--- src/rtl/xnor_serial_ctrl.sv ---
// xnor_serial_ctrl: sequencer for the serial-load wide XNOR datapath.
// Takes an activation/weight word pair, shifts it MSB-first onto dp_a/dp_w
// over WIDE cycles, waits DP_LAT cycles for the datapath to settle, then
// captures the datapath XNOR word and offers it on a valid/ready port.
// Optional feature macro: XNOR_CTRL_MAJ_EN adds the res_maj majority output.
module xnor_serial_ctrl #(
  parameter int WIDE   = 72,
  parameter int DP_LAT = 2,
  parameter int CNT_W  = $clog2(WIDE + 1)
) (
  input  logic            clk,
  input  logic            reset,
  input  logic            in_valid,
  output logic            in_ready,
  input  logic [WIDE-1:0] in_act,
  input  logic [WIDE-1:0] in_wgt,
  output logic            dp_a,
  output logic            dp_w,
  input  logic [WIDE-1:0] dp_x,
  output logic            res_valid,
  input  logic            res_ready,
  output logic [WIDE-1:0] res_x,
`ifdef XNOR_CTRL_MAJ_EN
  output logic            res_maj,
`endif
  output logic            busy
);

  typedef enum logic [1:0] {
    IDLE  = 2'd0,
    SHIFT = 2'd1,
    DRAIN = 2'd2,
    OUT   = 2'd3
  } state_t;

  localparam logic [CNT_W-1:0] SHIFT_LAST = CNT_W'(WIDE - 1);
  localparam logic [CNT_W-1:0] DRAIN_LAST = CNT_W'(DP_LAT - 1);
  localparam logic [CNT_W-1:0] CNT_ONE    = CNT_W'(1);
  localparam logic [CNT_W-1:0] CNT_ZERO   = CNT_W'(0);

`ifdef XNOR_CTRL_MAJ_EN
  localparam logic [CNT_W-1:0] HALF_W = CNT_W'(WIDE / 2);

  // Number of set bits in a datapath word; CNT_W bits hold values up to WIDE.
  function automatic logic [CNT_W-1:0] popcount(input logic [WIDE-1:0] v);
    logic [CNT_W-1:0] n;
    n = CNT_ZERO;
    for (int i = 0; i < WIDE; i++) begin
      n = n + CNT_W'(v[i]);
    end
    return n;
  endfunction

  logic maj_q, maj_d;
`endif

  state_t           state_q, state_d;
  logic [CNT_W-1:0] cnt_q, cnt_d;
  // Shadow words are kept pre-shifted so the next bit to send sits at the MSB.
  logic [WIDE-1:0]  act_sh_q, act_sh_d;
  logic [WIDE-1:0]  wgt_sh_q, wgt_sh_d;
  logic             dp_a_q, dp_a_d;
  logic             dp_w_q, dp_w_d;
  logic             res_valid_q, res_valid_d;
  logic [WIDE-1:0]  res_x_q, res_x_d;
  logic             busy_q, busy_d;
  logic             in_ready_q, in_ready_d;

  // Next-state and next-output computation for the sequencer.
  always_comb begin
    state_d     = state_q;
    cnt_d       = cnt_q;
    act_sh_d    = act_sh_q;
    wgt_sh_d    = wgt_sh_q;
    dp_a_d      = 1'b0;
    dp_w_d      = 1'b0;
    res_valid_d = res_valid_q;
    res_x_d     = res_x_q;
`ifdef XNOR_CTRL_MAJ_EN
    maj_d       = maj_q;
`endif
    case (state_q)
      IDLE: begin
        res_valid_d = 1'b0;
        if (in_valid && in_ready_q) begin
          // Bit 0 of the job (the MSB) must already be on dp_a in the first SHIFT cycle.
          dp_a_d   = in_act[WIDE-1];
          dp_w_d   = in_wgt[WIDE-1];
          act_sh_d = {in_act[WIDE-2:0], 1'b0};
          wgt_sh_d = {in_wgt[WIDE-2:0], 1'b0};
          cnt_d    = CNT_ZERO;
          state_d  = SHIFT;
        end else begin
          state_d = IDLE;
        end
      end
      SHIFT: begin
        if (cnt_q == SHIFT_LAST) begin
          cnt_d   = CNT_ZERO;
          state_d = DRAIN;
        end else begin
          dp_a_d   = act_sh_q[WIDE-1];
          dp_w_d   = wgt_sh_q[WIDE-1];
          act_sh_d = {act_sh_q[WIDE-2:0], 1'b0};
          wgt_sh_d = {wgt_sh_q[WIDE-2:0], 1'b0};
          cnt_d    = cnt_q + CNT_ONE;
        end
      end
      DRAIN: begin
        if (cnt_q == DRAIN_LAST) begin
          res_x_d     = dp_x;
`ifdef XNOR_CTRL_MAJ_EN
          maj_d       = (popcount(dp_x) > HALF_W);
`endif
          res_valid_d = 1'b1;
          cnt_d       = CNT_ZERO;
          state_d     = OUT;
        end else begin
          cnt_d = cnt_q + CNT_ONE;
        end
      end
      OUT: begin
        if (res_ready) begin
          res_valid_d = 1'b0;
          state_d     = IDLE;
        end else begin
          res_valid_d = 1'b1;
        end
      end
      default: begin
        state_d     = IDLE;
        cnt_d       = CNT_ZERO;
        res_valid_d = 1'b0;
      end
    endcase
    busy_d     = (state_d != IDLE);
    in_ready_d = (state_d == IDLE);
  end

  // State and registered outputs; reset abandons any job in flight.
  always_ff @(posedge clk or negedge reset) begin
    if (!reset) begin
      state_q     <= IDLE;
      cnt_q       <= CNT_ZERO;
      act_sh_q    <= {WIDE{1'b0}};
      wgt_sh_q    <= {WIDE{1'b0}};
      dp_a_q      <= 1'b0;
      dp_w_q      <= 1'b0;
      res_valid_q <= 1'b0;
      res_x_q     <= {WIDE{1'b0}};
      busy_q      <= 1'b0;
      // Held at 1 because the reset pin itself gates in_ready low during reset.
      in_ready_q  <= 1'b1;
`ifdef XNOR_CTRL_MAJ_EN
      maj_q       <= 1'b0;
`endif
    end else begin
      state_q     <= state_d;
      cnt_q       <= cnt_d;
      act_sh_q    <= act_sh_d;
      wgt_sh_q    <= wgt_sh_d;
      dp_a_q      <= dp_a_d;
      dp_w_q      <= dp_w_d;
      res_valid_q <= res_valid_d;
      res_x_q     <= res_x_d;
      busy_q      <= busy_d;
      in_ready_q  <= in_ready_d;
`ifdef XNOR_CTRL_MAJ_EN
      maj_q       <= maj_d;
`endif
    end
  end

  // in_ready is low while reset is held and high from the first IDLE cycle after release.
  assign in_ready  = in_ready_q & reset;
  assign dp_a      = dp_a_q;
  assign dp_w      = dp_w_q;
  assign res_valid = res_valid_q;
  assign res_x     = res_x_q;
  assign busy      = busy_q;
`ifdef XNOR_CTRL_MAJ_EN
  assign res_maj   = maj_q;
`endif

endmodule

--- config.mk ---
export PLATFORM = sky130hd
export DESIGN_NAME = xnor_serial_ctrl
export DESIGN_NICKNAME = d
export VERILOG_FILES = /design/src/rtl/xnor_serial_ctrl.sv
export SDC_FILE = /design/constraint.sdc
export NUM_CORES = 1
export LEC_CHECK = 0
export BUFFER_PORTS_ARGS = -buffer_cell sky130_fd_sc_hd__buf_2
export CAP_MARGIN = 20
export CORE_ASPECT_RATIO = 0.5
export CORE_MARGIN = 2
export CORE_UTILIZATION = 45
export DETAILED_ROUTE_END_ITERATION = 8
export MAX_ROUTING_LAYER = met4
export PLACE_DENSITY = 0.68
export SYNTH_ARGS = -nofsm -noshare
export SYNTH_HDL_FRONTEND = slang
export SYNTH_SLANG_ARGS = --single-unit
--- constraint.sdc ---
create_clock -name clk -period 2 [get_ports clk]
set_input_delay 0.1 -clock clk [delete_from_list [all_inputs] [get_ports clk]]
set_output_delay 0.1 -clock clk [all_outputs]
set_load 0.01 [all_outputs]
Word level (Yosys, flattened, before mapping)
Index checks and enable logic that the tools add are counted.
- input bits: 220
- bits in registers: 230
- logic and storage cells: 55
- multiplexer cells: 24
- equality and inequality tests: 8
- $add $sub $neg: 1
- reductions and logical operators: 11
- bitwise gates (word level): 1
- operators with widths (cell ; number):
    2-to-1 mux 72 bit ; 4
    case mux 72 bit (2 select lines) ; 2
    2-to-1 mux 7 bit ; 3
    case mux 7 bit (3 select lines) ; 1
    case mux 2 bit (4 select lines) ; 1
    adder 7 x 1 -> 7 bit (second input constant) ; 1
    equality test 7 x 1 -> 1 bit (second input constant) ; 1
    equality test 7 bit (second input constant) ; 1
    2-to-1 mux 1 bit ; 7
    2-to-1 mux 2 bit ; 3
    inequality test 2 bit (second input constant) ; 3
    AND reduction 2 bit ; 3
    nonzero test 3 bit ; 2
    equality test 2 bit (second input constant) ; 2
    logical NOT 2 bit ; 2
    case mux 1 bit (2 select lines) ; 2
    nonzero test 2 bit ; 2
    case mux 1 bit (3 select lines) ; 1
    AND reduction 3 bit ; 1
    equality test 2 x 1 -> 1 bit (second input constant) ; 1
    AND 1 bit ; 1
    logical AND 1 bit ; 1

Depth between registers and ports, before layout
Gate-level depths: netlist of run 1.
- depth in word-level cells: 4
- depth in mapped cells: 9

Least setup slack after synthesis of run 1
No wires, ideal clock.
- path type: register to register
- start: register state_q[0]
- end: register act_sh_q[10]
- stages on the path, launching flop included: 9
- data required time: 1.923 ns
- path slack: 0.122 ns
- clock period less this slack: 1.878 ns
- data arrival time: 1.800 ns
- cells stage by stage: dfrtp_1 inv_1 ha_1 a21boi_0 a311oi_2 buf_2 buf_2 nor2_1 a21oi_1
- word-level cells in the longest chain between the ends: 3
- ends and longest elaborated chain (what ; RTL line ; RTL):
    start: declaration ; 57 ; state_t state_q, state_d;
    start signal: assignment ; 158 ; state_q <= state_d;
    equality test 2 x 1 -> 1 bit or logical NOT 2 bit (tied branches) ; 82 ; case (state_q)
    inequality test 2 bit (no source line) or nonzero test 2 bit (tied branches) ; n/a ;
    AND reduction 3 bit (no source line) ; n/a ;
    end signal: assignment ; 145 ; act_sh_q <= {WIDE{1'b0}};
    end signal: assignment ; 160 ; act_sh_q <= act_sh_d;
    end: declaration ; 60 ; logic [WIDE-1:0] act_sh_q, act_sh_d;
Parallel ways exist; a longest one is shown, timed or not.
A chain may end at the register's enable or synchronous reset.

Worst setup path in the final report of run 1
- start: register state_q[1]
- end: register wgt_sh_q[13]
- word-level cells in the longest chain between the ends: 3
- ends and longest elaborated chain (what ; RTL line ; RTL):
    equality test 2 x 1 -> 1 bit or logical NOT 2 bit (tied branches) ; 82 ;
    inequality test 2 bit (no source line) or nonzero test 2 bit (tied branches) ; n/a ;
    AND reduction 3 bit (no source line) ; n/a ;
    end signal: assignment ; 146 ; wgt_sh_q <= {WIDE{1'b0}};
    end signal: assignment ; 161 ; wgt_sh_q <= wgt_sh_d;
    end: declaration ; 61 ; logic [WIDE-1:0] wgt_sh_q, wgt_sh_d;
Parallel ways exist; a longest one is shown, timed or not.

==> flow_summary_export.csv, run 1 <==
group,metric,value,unit
run_status,status,"finished, final reports clean",
clock_tree,cts.sinks,228,
power,combPwrFrac,0.404,
synthesis,yosysWarnings,0,
floorplanning,initial_utilization,0.4599,
route,num_vias,8371,
clock_tree,cts-root-buf,"clkbuf_16",
global_route,overflow,0,
synthesis,netlist_area,9971,sq um
sta,slew_violations,0,
critical_path,crit_slowest_cell,"dfrtp_1",
synthesis,ys_types,39,
critical_path,critPathKind,"reg -> reg",
power,p_sw_frac,0.3425,
sta,setup_viol,0,
critical_path,critPathCaptureType,"register",
global_route,grt_pass1_wl,43.48,mm
clock_tree,h-tree-depth,1,
synthesis,synth_ff_type,"dfrtp_1",
sta,tns,0,ns
run,maxCapViolations,0,
synthesis,yosys_register_bits,228,
final_layout,num-nets-final,1605,
critical_path,cp-start-kind,"register",
route,dr.pass1.iters,4,
critical_path,crit_required,2.44,ns
final_layout,layout-drive-gt1-share,0.3216,
critical_path,crit_fanout,28,
placement,hpwl,15.93,mm
critical_path,cp_data_arrival_time,2.34,ns
worst_hold_path,hold_class,"in -> reg",
clock_tree,cts_buffers,22,
clock_tree,cts.clk_slew.worst_paths,0.07,ns
critical_path,critical_path.max_stage_delay,0.35,ns
global_route,grt_max_degree,79,
clock_tree,cts_tree,"done",
route,routed_wl,27.72,mm
power,ir_worst_vdd,1.050,mV
synthesis,async_flop_share,1.000,
worst_hold_path,hold_depth,4,
sta,tightestPinTransition,0.4996,ns
sta,finClkSkew,0.006375,ns
critical_path,crit_family,"buffers and inverters",
route,via_per_inst,4.939,
floorplanning,die_w,214.5,microns
sta,grt_setup_unrepaired,"false",
synthesis,syn_nets,1087,
final_layout,final_common_cell,"buf_2",
floorplanning,die_area,23440,sq um
placement,pre_cts_ws,0.05517,ns
critical_path,path_depth,10,
final_layout,syn2layout_area_growth,52.28,%
power,power.switching,0.006757,W
floorplanning,core,21680,sq um
sta,fmax,524.9,MHz
clock_tree,clk_latency,0.51,ns
power,p_seq_frac,0.361,
sta,setup_slack,0.09475,ns
route,drc_errors,0,
floorplanning,boundaryPins,297,
power,leakage,7.017,nW
placement,port-buffer-count,296,
route,postRouteAntennaNets,0,
critical_path,crit_buf_inv,5,
synthesis,synth_edf_count,0,
sta,period_minus_slack,1.905,ns
critical_path,timing.critical_path.mode_cell,"buf_12",
critical_path,crit_path_cell_trace,"inv_1, ha_1, a21boi_2, a311oi_4, buf_6, buf_12, buf_12, clkbuf_16, nor2_1, a21oi_1",
sta,fin_crit_sh,0.9526,
final_layout,layout_common_cells,"295 x buf_2, 227 x dfrtp_1, 218 x dlygate4sd3_1",
sta,finalHoldViolCount,0,
final_layout,design_area,15180,sq um
floorplanning,dieHeight,109.3,microns
sta,slew_headroom,0.6669,
placement,gp_congestion,0.8183,
global_route,grt_pass1_vias,8920,
global_route,antenna_found_initial,0,
power,p_int,0.01297,W
route,wl_per_cell,16.35,microns
clock_tree,cts_max_path_buffers,3,
global_route,grt_usage,0.2359,
route,drt_iter0_drc,555,
power,clock_power_share,0.234,
power,powerDensity,1300,nW/um^2
synthesis,seq_area_frac_synth,0.5723,
synthesis,syn_avg_cell_area,11.59,sq um
synthesis,syn_inst,860,
floorplanning,rows,38,
critical_path,r2r_cells,10,
placement,dpl_cell_area,11980,sq um
[sequential cells by signal, summed over array words and instances, names as in the netlist]
register and count:
res_x 72, act_sh_q 71, wgt_sh_q 71, cnt_q 7
state_q 2, busy 1, dp_a 1, dp_w 1
in_ready_q 1, res_valid 1
[power by group through the flow]
stage / Clock, W / Combinational [W] / Sequential, W
after CTS: 0.00473 / 0.00723 / 0.00707
after global placement: 0 / 0.00661 / 0.00707
after detailed placement: 0 / 0.00689 / 0.00714
after global routing: 0.00495 / 0.00877 / 0.00730
after floorplan: 0 / 0.00507 / 0.00698
final: 0.00462 / 0.00798 / 0.00713
[synth_stat cells, types with 3 or more instances]
cell type | number | area [sq um]
buf_4 | 4 | 30.03
o21ai_0 | 6 | 30.03
nand3_1 | 4 | 20.02
buf_1 | 5 | 18.77
mux2_1 | 6 | 67.56
nand2_1 | 13 | 48.80
or2_2 | 4 | 25.02
o2111ai_1 | 5 | 43.79
mux2i_1 | 140 | 1401
dfrtp_1 | 227 | 5680
buf_2 | 35 | 175.2
inv_1 | 8 | 30.03
ha_1 | 7 | 87.58
o211ai_1 | 3 | 22.52
nor2_1 | 147 | 551.8
a21oi_1 | 143 | 715.7
clkbuf_1 | 13 | 48.80
mux2_2 | 66 | 743.2
[worst paths after layout]
path                                 start           end  slack (ns)
worst max-delay path            state_q[1]  wgt_sh_q[13]        0.09
worst min-delay path             res_ready    state_q[1]        0.08
worst max register to register  state_q[1]  wgt_sh_q[13]        0.09
worst min register to register   res_valid     res_valid        0.49
max in group asynchronous            reset     res_x[42]        1.04
min in group asynchronous            reset     res_x[32]        0.11
[cell type report]
type | instances | area, sq um
antenna | 2 | 5.005
clock buffer | 29 | 618.1
clock inverter | 10 | 180.2
fill | 1502 | 6497
inverter | 8 | 30.03
multi-input combinational | 567 | 4014
sequential | 228 | 5707
tap | 300 | 375.4
timing repair buffer | 551 | 4254
[cell families after synthesis]
group                    synth area share
AO/OA/AOI/OAI                     0.09424
buffers and inverters             0.03037
AND/OR/NAND/NOR                   0.07241
adder cells (fa/ha/maj)          0.008784
flip-flops                         0.5723
multiplexers                       0.2219
[what timing repair did]
item / in CTS / in global routing
setup endpoints to repair: 0 / 73
endpoints found under the hold margin: 403 / 0
resized for setup: 0 / 12
setup buffers: 0 / 5
hold buffers: 218 / 0
[worst reg2reg max path, cell delays in order, from the launching register on]
cell,delay (ns)
dfrtp_1,0.35
inv_1,0.08
ha_1,0.20
a21boi_2,0.18
a311oi_4,0.29
buf_6,0.16
buf_12,0.14
buf_12,0.11
clkbuf_16,0.18
nor2_1,0.06
a21oi_1,0.11
[stage by stage]
stage | hold WS, ns | cells | util | total power, W
6_report | 0.07859 | 1695 | 0.7003 | 0.01973
3_5_place_dp | 0.03492 | 1427 | 0.5527 | 0.01403
3_3_place_gp | 0.03153 | 1427 | 0.5527 | 0.01368
4_1_cts | 0.05777 | 1684 | 0.6902 | 0.01904
2_1_floorplan | -0.1956 | 860 | - | 0.01206
5_1_grt | 0.08692 | 1693 | 0.7001 | 0.02103
[metal layers]
layer	vias to the layer above	GRT usage	wire length (microns)
li1	4040	-	-
met1	4069	0.2759	11460
met2	209	0.4202	14490
met3	53	0.04909	1164
met4	0	0.06399	604
met5	-	-	0
Power figures use the tool's default switching activity.
==> inputs of run 2 (changes only) <==
==> constraint.sdc (replaced) <==
create_clock -name clk -period 2 [get_ports clk]
set_input_delay 0.4 -clock clk [delete_from_list [all_inputs] [get_ports clk]]
set_output_delay 0.4 -clock clk [all_outputs]
set_load 0.01 [all_outputs]
==> run 2 against run 1 <==
Effect of this change:
- die area stayed put
- combinational power decreased by 5.1%
- cell count decreased by 13%
- register-to-register slack hardly changed
- routed wire length fell by 16%
- non-clock buffer count fell by 214
- final area is 15% lower
- clock power is 8.9% lower
- critical endpoint is now wgt_sh_q[26]
- largest cell class unchanged
- largest power group unchanged
==> flow_summary_export.csv, run 2 (synthesis gave the netlist of run 1 again) <==
group,metric,value,unit
sta,tightestPinTransition,0.6377,ns
worst_hold_path,hold_depth,2,
global_route,antenna_found_initial,0,
critical_path,crit_required,2.42,ns
clock_tree,clk_latency,0.51,ns
route,routed_wl,23.30,mm
critical_path,crit_buf_inv,5,
power,leakage,6.088,nW
sta,period_minus_slack,1.917,ns
worst_hold_path,min_from,"dp_x[47]",
critical_path,reg2reg_setup_slack,0.08,ns
route,drc_errors,0,
power,power,0.01886,W
placement,dp_cells,1426,
floorplanning,rows,38,
final_layout,fillers,1808,
floorplanning,core,21680,sq um
power,powerDensity,1459,nW/um^2
sta,slew_headroom,0.5749,
route,num_vias,7436,
floorplanning,die_w,214.5,microns
route,drt_iter0_drc,378,
final_layout,num-nets-final,1391,
floorplanning,initial_utilization,0.4599,
critical_path,critical_path.max_stage_delay,0.39,ns
route,wl_per_cell,15.76,microns
final_layout,layout_common_cells,"295 x buf_2, 227 x dfrtp_1, 147 x nor2_1",
clock_tree,cts_tree,"done",
final_layout,syn2layout_area_growth,29.65,%
floorplanning,dieHeight,109.3,microns
sta,fmax,521.6,MHz
final_layout,final_common_cell,"buf_2",
route,postRouteAntennaNets,0,
final_layout,diodes,0,
sta,finalHoldViolCount,0,
worst_hold_path,hold_class,"in -> reg",
global_route,grt_pass1_vias,7607,
clock_tree,cts_buffers,22,
clock_tree,h-tree-depth,1,
critical_path,r2r_cells,10,
sta,setup_viol,0,
clock_tree,cts.clk_slew.worst_paths,0.07,ns
clock_tree,cts.sinks,228,
sta,fin_crit_sh,0.9586,
global_route,grt_pass1_wl,36.83,mm
placement,port-buffer-count,296,
final_layout,largest_reg_flops,72,
floorplanning,die_area,23440,sq um
global_route,grt_usage,0.1998,
placement,hpwl,16.18,mm
critical_path,crit_fanout,26,
clock_tree,cts_max_path_buffers,3,
critical_path,cp_data_arrival_time,2.34,ns
placement,dpl_cell_area,11980,sq um
global_route,grt_max_degree,89,
critical_path,critPathCaptureType,"register",
sta,slew_violations,0,
global_route,overflow,0,
route,dr.pass1.iters,5,
worst_hold_path,hold_path_end,"res_x[47]",
sta,grt_setup_unrepaired,"true",
placement,gp_congestion,0.8283,
critical_path,crit_path_cell_trace,"inv_2, ha_1, buf_4, nor2_1, a311oi_4, buf_12, buf_4, buf_16, nor2_1, a21oi_1",
final_layout,design_area,12930,sq um
critical_path,timing.rr.start,"state_q[1]",
critical_path,crit_family,"buffers and inverters",
sta,finClkSkew,0.008947,ns
route,via_per_inst,5.028,
run,maxCapViolations,0,
floorplanning,boundaryPins,297,
final_layout,stdcell_count,1479,
critical_path,cp-start-kind,"register",
final_layout,layout-drive-gt1-share,0.3800,
run_status,status,"finished, final reports clean",
power,ir_worst_vdd,0.6363,mV
critical_path,r2r-end,"wgt_sh_q[26]",
clock_tree,cts-root-buf,"clkbuf_16",
critical_path,crit_slowest_cell,"dfrtp_1",
critical_path,critPathKind,"reg -> reg",
## run 2: timing repair
action,4_1_cts,5_1_grt
buffers inserted,0,10
pin swaps,1,2
setup endpoints to repair,1,55
gates cloned,1,2
hold buffers,1,0
endpoints found under the hold margin,14,0
resized for setup,1,7
## run 2: cell type report
| class | count | area (sq um) | share of cell area |
|---|---|---|---|
| well taps | 300 | 375.4 | 0.02904 |
| inverters | 8 | 30.03 | 0.002323 |
| clock buffers | 32 | 639.4 | 0.04946 |
| repair buffers | 337 | 2088 | 0.1615 |
| clock inverters | 7 | 90.09 | 0.006969 |
| flip-flops and latches | 228 | 5707 | 0.4414 |
| multi-input cells | 567 | 3998 | 0.3092 |
## run 2: stage by stage
stage	hold WS [ns]	util	setup slack [ns]	setup TNS (ns)
after floorplan	0.1044	-	0.1221	0
after global placement	0.2290	0.5523	0.1215	0
after detailed placement	0.2310	0.5523	0.03877	0
after CTS	0.07579	0.5883	0.05223	0
after global routing	0.07635	0.5963	-0.01689	-0.06616
final	0.09949	0.5963	0.08282	0
## run 2: routing by layer
metal  track usage  vias up  share of wire
li1              -     3611              -
met3       0.04435       39          0.047
met2        0.3483      171           0.50
met4       0.04861        0          0.022
met1        0.2398     3615           0.43
met5             -        -              0
## run 2: where the power goes
| part | switching (W) | leakage (nW) | internal [W] |
|---|---|---|---|
| sequential | 0.000824 | 2.58 | 0.00625 |
| combinational | 0.00392 | 3.16 | 0.00365 |
| clock | 0.00173 | 0.352 | 0.00248 |
| total | 0.00647 | 6.09 | 0.0124 |
## run 2: worst max path at each step
stage / startpoint / end / slack [ns] / depth (start not counted)
global route: state_q[1] / wgt_sh_q[26] / -0.02 / 10
floorplan: state_q[0] / act_sh_q[10] / 0.12 / 8
detailed placement: cnt_q[0] / wgt_sh_q[11] / 0.04 / 7
finish: state_q[1] / wgt_sh_q[26] / 0.08 / 10
global placement: cnt_q[0] / wgt_sh_q[17] / 0.12 / 7
CTS: state_q[1] / wgt_sh_q[4] / 0.05 / 8
## run 2: worst reg2reg max path, cell delays in order, from the launching register on
cell and delay, ns:
dfrtp_1 0.39, inv_2 0.09, ha_1 0.16, buf_4 0.13, nor2_1 0.06, a311oi_4 0.34, buf_12 0.17, buf_4 0.15
buf_16 0.17, nor2_1 0.06, a21oi_1 0.13
